## config.mk

```make
export PLATFORM = sky130hd
export DESIGN_NAME = prog_loader
export DESIGN_NICKNAME = d
export VERILOG_FILES = /design/src/rtl/cpu_pkg.sv /design/src/rtl/prog_loader.sv
export SDC_FILE = /design/constraint.sdc
export NUM_CORES = 1
export LEC_CHECK = 0
export CORE_ASPECT_RATIO = 0.8
export CORE_MARGIN = 2
export CORE_UTILIZATION = 56
export CTS_BUF_LIST = sky130_fd_sc_hd__clkbuf_16
export CTS_CLUSTER_DIAMETER = 40
export CTS_CLUSTER_SIZE = 20
export DETAILED_ROUTE_END_ITERATION = 7
export HOLD_SLACK_MARGIN = 0.12
export PLACE_DENSITY = 0.79
export RECOVER_POWER = 100
export SLEW_MARGIN = 40
export SYNTH_ARGS = -nofsm -noshare
export SYNTH_HDL_FRONTEND = slang
export SYNTH_SLANG_ARGS = --single-unit
export TNS_END_PERCENT = 20
```

## constraint.sdc

```tcl
create_clock -name clk -period 2.7 [get_ports clk]
set_clock_uncertainty 0.15 [all_clocks]
set_input_delay 0.405 -clock clk [delete_from_list [all_inputs] [get_ports clk]]
set_output_delay 0.405 -clock clk [all_outputs]
set_load 0.005 [all_outputs]
```

## src/rtl/cpu_pkg.sv

```systemverilog
// Purpose: shared CPU constants and the program loader state type.
// Contents: INSTR_WIDTH, IMEM_DEPTH, loader_state_e.
package cpu_pkg;

   localparam int unsigned INSTR_WIDTH = 9;
   localparam int unsigned IMEM_DEPTH  = 512;

   typedef enum logic [2:0] {
      S_LEN_LO,
      S_LEN_HI,
      S_INS_LO,
      S_INS_HI,
      S_CSUM,
      S_DONE,
      S_ERR
   } loader_state_e;

endpackage : cpu_pkg

```

## src/rtl/prog_loader.sv

```systemverilog
// Purpose: receive a length-prefixed, checksummed program byte stream and
//          write it into instruction memory, then release the core.
// Ports:
//   clk         - clock, all state changes on rising edge
//   start       - synchronous active-high reset / re-arm
//   in_valid    - byte available on in_data
//   in_data     - program stream byte
//   in_ready    - loader accepts a byte this cycle
//   imem_we     - instruction memory write strobe
//   imem_addr   - instruction memory write address
//   imem_wdata  - instruction word
//   done        - program loaded with good checksum (level)
//   core_start  - one-cycle pulse releasing the core
//   err         - bad length, bad high byte or checksum mismatch (level)
module prog_loader
   import cpu_pkg::*;
#(
   parameter int unsigned instr_width = INSTR_WIDTH,
   parameter int unsigned addr_width  = $clog2(IMEM_DEPTH)
) (
   input  logic                   clk,
   input  logic                   start,
   input  logic                   in_valid,
   input  logic [7:0]             in_data,
   output logic                   in_ready,
   output logic                   imem_we,
   output logic [addr_width-1:0]  imem_addr,
   output logic [instr_width-1:0] imem_wdata,
   output logic                   done,
   output logic                   core_start,
   output logic                   err
);

   localparam int unsigned IDX_W   = addr_width + 1;
   localparam int unsigned LEN_W   = 16;
   localparam int unsigned MAX_LEN = 1 << addr_width;

   loader_state_e          state_q, state_d;
   logic [LEN_W-1:0]       len_q, len_d;
   logic [IDX_W-1:0]       idx_q, idx_d;
   logic [7:0]             csum_q, csum_d;
   logic [7:0]             lo_q, lo_d;
   logic                   we_q, we_d;
   logic [addr_width-1:0]  addr_q, addr_d;
   logic [instr_width-1:0] wdata_q, wdata_d;
   logic                   done_q, done_d;
   logic                   err_q, err_d;
   logic                   cs_q, cs_d;
   logic                   xfer;

   // Receive states accept unconditionally; nothing is consumed while start is high.
   assign in_ready = ~start && (state_q inside {S_LEN_LO, S_LEN_HI, S_INS_LO, S_INS_HI, S_CSUM});
   assign xfer     = in_valid && in_ready;

   // Next-state and datapath updates.
   always_comb begin
      state_d = state_q;
      len_d   = len_q;
      idx_d   = idx_q;
      csum_d  = csum_q;
      lo_d    = lo_q;
      we_d    = 1'b0;
      addr_d  = addr_q;
      wdata_d = wdata_q;

      case (state_q)
         S_LEN_LO: begin
            if (xfer) begin
               len_d   = {8'h00, in_data};
               csum_d  = csum_q ^ in_data;
               state_d = S_LEN_HI;
            end
         end
         S_LEN_HI: begin
            if (xfer) begin
               len_d  = {in_data, len_q[7:0]};
               csum_d = csum_q ^ in_data;
               if ((len_d == LEN_W'(0)) || (32'(len_d) > MAX_LEN)) begin
                  state_d = S_ERR;
               end else begin
                  state_d = S_INS_LO;
               end
            end
         end
         S_INS_LO: begin
            if (xfer) begin
               lo_d    = in_data;
               csum_d  = csum_q ^ in_data;
               state_d = S_INS_HI;
            end
         end
         S_INS_HI: begin
            if (xfer) begin
               csum_d = csum_q ^ in_data;
               if (in_data[7:1] != 7'd0) begin
                  state_d = S_ERR;
               end else begin
                  we_d    = 1'b1;
                  addr_d  = idx_q[addr_width-1:0];
                  wdata_d = instr_width'({in_data[0], lo_q});
                  idx_d   = idx_q + IDX_W'(1);
                  // Last pair when this write brings the count up to N.
                  if (32'(idx_q) + 32'd1 == 32'(len_q)) begin
                     state_d = S_CSUM;
                  end else begin
                     state_d = S_INS_LO;
                  end
               end
            end
         end
         S_CSUM: begin
            if (xfer) begin
               state_d = (in_data == csum_q) ? S_DONE : S_ERR;
            end
         end
         S_DONE:  state_d = S_DONE;
         S_ERR:   state_d = S_ERR;
         default: state_d = S_ERR;
      endcase

      done_d = (state_d == S_DONE);
      err_d  = (state_d == S_ERR);
      cs_d   = (state_d == S_DONE) && (state_q != S_DONE);
   end

   // State and datapath registers with synchronous reset on start.
   always_ff @(posedge clk) begin
      if (start) begin
         state_q <= S_LEN_LO;
         len_q   <= '0;
         idx_q   <= '0;
         csum_q  <= 8'h00;
         lo_q    <= 8'h00;
         we_q    <= 1'b0;
         addr_q  <= '0;
         wdata_q <= '0;
         done_q  <= 1'b0;
         err_q   <= 1'b0;
         cs_q    <= 1'b0;
      end else begin
         state_q <= state_d;
         len_q   <= len_d;
         idx_q   <= idx_d;
         csum_q  <= csum_d;
         lo_q    <= lo_d;
         we_q    <= we_d;
         addr_q  <= addr_d;
         wdata_q <= wdata_d;
         done_q  <= done_d;
         err_q   <= err_d;
         cs_q    <= cs_d;
      end
   end

   // A start arriving while a write or release is pending cancels it.
   assign imem_we    = we_q && ~start;
   assign core_start = cs_q && ~start;
   assign imem_addr  = addr_q;
   assign imem_wdata = wdata_q;
   assign done       = done_q;
   assign err        = err_q;

endmodule : prog_loader

```

==> results of run 1 <==
power groups by stage:
stage	Clock [mW]	Combinational, mW	Sequential [mW]
finish	1.19	0.202	1.04
global route	1.25	0.221	1.04
CTS	1.20	0.203	1.03
detailed placement	0	0.200	1.06
global placement	0	0.195	1.05
floorplan	0	0.134	1.05
state kept, by name (all words and copies together) (netlist names):
| signal | cells |
|---|---|
| csum_q | 8 |
| we_q | 1 |
| len_q | 16 |
| idx_q | 10 |
| imem_wdata | 9 |
| state_q | 3 |
| cs_q | 1 |
| err | 1 |
| done | 1 |
| lo_q | 8 |
| imem_addr | 9 |
through the flow:
stage / instances / hold slack [ns]
2_1_floorplan: 385 / 0.282
3_3_place_gp: 469 / 0.289
3_5_place_dp: 469 / 0.294
4_1_cts: 485 / 0.210
5_1_grt: 485 / 0.246
6_report: 485 / 0.211
layer usage:
metal	vias up	share of wire [%]	GRT usage (%)	wire length [µm]
met2	96	48	40.4	3560
met3	18	6.6	7.35	484
met1	1312	44	35.0	3240
met4	0	1.4	7.52	102
met5	-	0	0	0
li1	1372	-	-	-
logic make-up (layout without fill, tap and decap cells):
kind of cell,Yosys count,in the layout,synth area share [%]
buffers and inverters,32,67,4.28
XOR/XNOR,33,33,9.24
adder cells (fa/ha/maj),1,1,0.400
flip-flops,67,67,42.9
AND/OR/NAND/NOR,170,170,26.9
AO/OA/AOI/OAI,73,73,13.4
multiplexers,9,9,2.88
cell type report:
cell class                 count  share of cell area [%]
inverter                       1                  0.0977
clock inverter                 7                    2.15
timing repair buffer          50                    12.2
multi-input combinational    286                    42.6
tap                           65                    2.12
sequential                    67                    34.9
clock buffer                   9                    5.86
path summary, 6_finish.rpt:
path | to | from | slack [ns] | depth (start not counted)
max | lo_q[0]$_SDFFE_PP0P_ | in_valid | 0.25 | 6
max reg2reg | lo_q[0]$_SDFFE_PP0P_ | state_q[2]$_SDFF_PP0_ | 0.45 | 5
min | len_q[10]$_SDFFE_PP0P_ | start | 0.21 | 2
min reg2reg | imem_addr[0]$_SDFFE_PP0P_ | imem_addr[0]$_SDFFE_PP0P_ | 0.30 | 2
layout by cell type (no fill, tap or decap), drive strengths merged, types with 2 or more instances in the layout:
cell           count
nand4              3
nand3             12
and2               3
xnor2             12
nand2b             4
nor3               8
nand2             72
xor2              21
or4                2
nor2b              7
inv                4
dlygate4sd3       25
a311oi             2
and3               4
a21oi             40
a211oi             2
o21a               2
nor2              35
clkbuf            11
or2                2
nor3b              2
a31oi              2
buf               16
clkdlybuf4s50      7
mux2i              9
o21ai             15
o31ai              2
dfxtp             67
nor4               9
clkinvlp           2
==> metrics.md, run 1 <==
| Metric | Value |
|---|---|
| Cell Area, Placed | 3560 µm² |
| Delay-heaviest family, CP | buffers and inverters |
| Cell taking the most area after synthesis | dfxtp_1 |
| Syn Inst Count | 385 |
| Psw | 0.601 mW |
| Crit path largest cell delay | 0.55 ns |
| N_diodes | 0 |
| Warnings, synthesis | 0 |
| Worst IR Drop VDD | 0.000393 V |
| Post-synth top cells | 72 x nand2_1, 67 x dfxtp_1, 40 x a21oi_1 |
| Leak Pwr | 1.47 nW |
| Post-synth EDFFs | 0 |
| Hold_buf cts | 0 |
| Nets | 427 |
| Share of the synthesized area in the top cell type | 42.9% |
| Clock Path Buffers | 2 |
| Hold WC Path Type | in -> reg |
| Total global-route track usage | 25.8% |
| Number of remaining DRC errors | 0 |
| Crit. End Element | flip-flop |
| CTS tree | yes |
| Starting DRT DRC Count | 203 |
| Reg clk slew, reported paths | 0.06 ns |
| Largest net degree at the start of global routing | 63 |
| Tot Pwr | 2.42 mW |
| Highest Clock Rate | 408 MHz |
| CTS Buf Count | 9 |
| Worst skew pair latency | 0.34 ns |
| Ys flop type | dfxtp_1 |
| Status | complete, no violations |
| Worst Setup Start Kind | input pin |
| Remaining antenna violation count | 0 |
| Hold Fails Final Rpt | 0 |
| Crit path max-delay cell type | clkdlybuf4s50_1 |
| Initial antenna violation count | 0 |
| Sw frac | 24.8% |
| FF+latch count, synth | 67 |
| Clock Sinks | 67 |
| Die area | 6200 µm² |
| Pins Over Slew Limit | 0 |
| Critical path data required time | 2.75 ns |
| Core area | 5410 µm² |
| RSZ-0062 raised after global routing | false |
| Rel. slew slack | 59.3% |
| Crit Path Category | in -> reg |
| IO Port Bufs | 33 |
| Cell area after layout | 3840 µm² |
| Die Ht | 70.8 µm |
| WL final | 7390 µm |
| Area Overhead vs Synth | 22.8% |
| Critical Path Fanout Max | 11 |
| DP Worst Slack | 0.0289 ns |
| Global-route wire length before repair | 12300 µm |
| Part of the cycle the worst path needs | 90.9% |
| Top cells by area, synth | dfxtp_1 43%, nand2_1 8.6%, a21oi_1 6.4% |
| Global route overflow | 0 |
| Most frequent cell after synthesis | nand2_1 |
| Cell area after synthesis | 3130 µm² |
| Gpl congestion | 0.789 |
| CTS root buffer | clkbuf_16 |
| Post-synthesis sequential area ratio | 42.9% |
| Endpoints failing setup | 0 |
| Synth cell types | 49 |
| Vias/cell | 5.77 |
| Crit path buf inv count | 2 |
| Ratio of cells with drive above 1 in the final layout | 9.05% |
| Multi-input logic area | 1640 µm² |
| Vias in the first global route | 2585 |
| Fill cells | 422 |
| Drt first pass iters | 5 |
| Via Count | 2798 |
| CP Cell Sequence | clkdlybuf4s50_1 > nor3b_1 > clkbuf_1 > nand3b_1 > mux2i_1 > nor2_1 |
| Clock group share of total power | 49.0% |
| DR WL/cell | 15.2 µm |
| Post-cts resize count | 0 |
| Starting Density | 57.8% |
| Syn nets | 397 |
| Total Neg Setup Slack | 0 ns |
| Register Area | 1340 µm² |
| Fin util | 71.1% |
| Logic pwr share | 8.3% |
| Dpl hpwl | 4930 µm |
| IO Count | 34 |
| Worst EP arrival | 2.51 ns |
| Async SR Flop Fraction | 0% |
| Syn Area/Cell | 8.12 µm² |
| Final min period | 2.45 ns |
| Post-CTS setup buffer count | 0 |
| Row cnt | 24 |
| Max-Cap Viols | 0 |
| PwrDens | 631 nW/µm² |
| Final setup margin | 0.247 ns |
| H-tree Lvls | 3 |
| Die Wd | 87.5 µm |
| Worst slew pin tran | 0.610 ns |
| Flop pwr share | 42.7% |
| Pint | 1.82 mW |
Note: power is estimated with default switching activity, not from simulation.
==> run 2: changes to the inputs <==
--- a/config.mk
+++ b/config.mk
@@ -15,6 +15,7 @@
 export HOLD_SLACK_MARGIN = 0.12
 export PLACE_DENSITY = 0.79
 export RECOVER_POWER = 100
+export SKIP_CTS_REPAIR_TIMING = 1
 export SLEW_MARGIN = 40
 export SYNTH_ARGS = -nofsm -noshare
 export SYNTH_HDL_FRONTEND = slang
==> results of run 2 <==
Same layout as run 1: the final DEF is identical, and so are final timing and power.
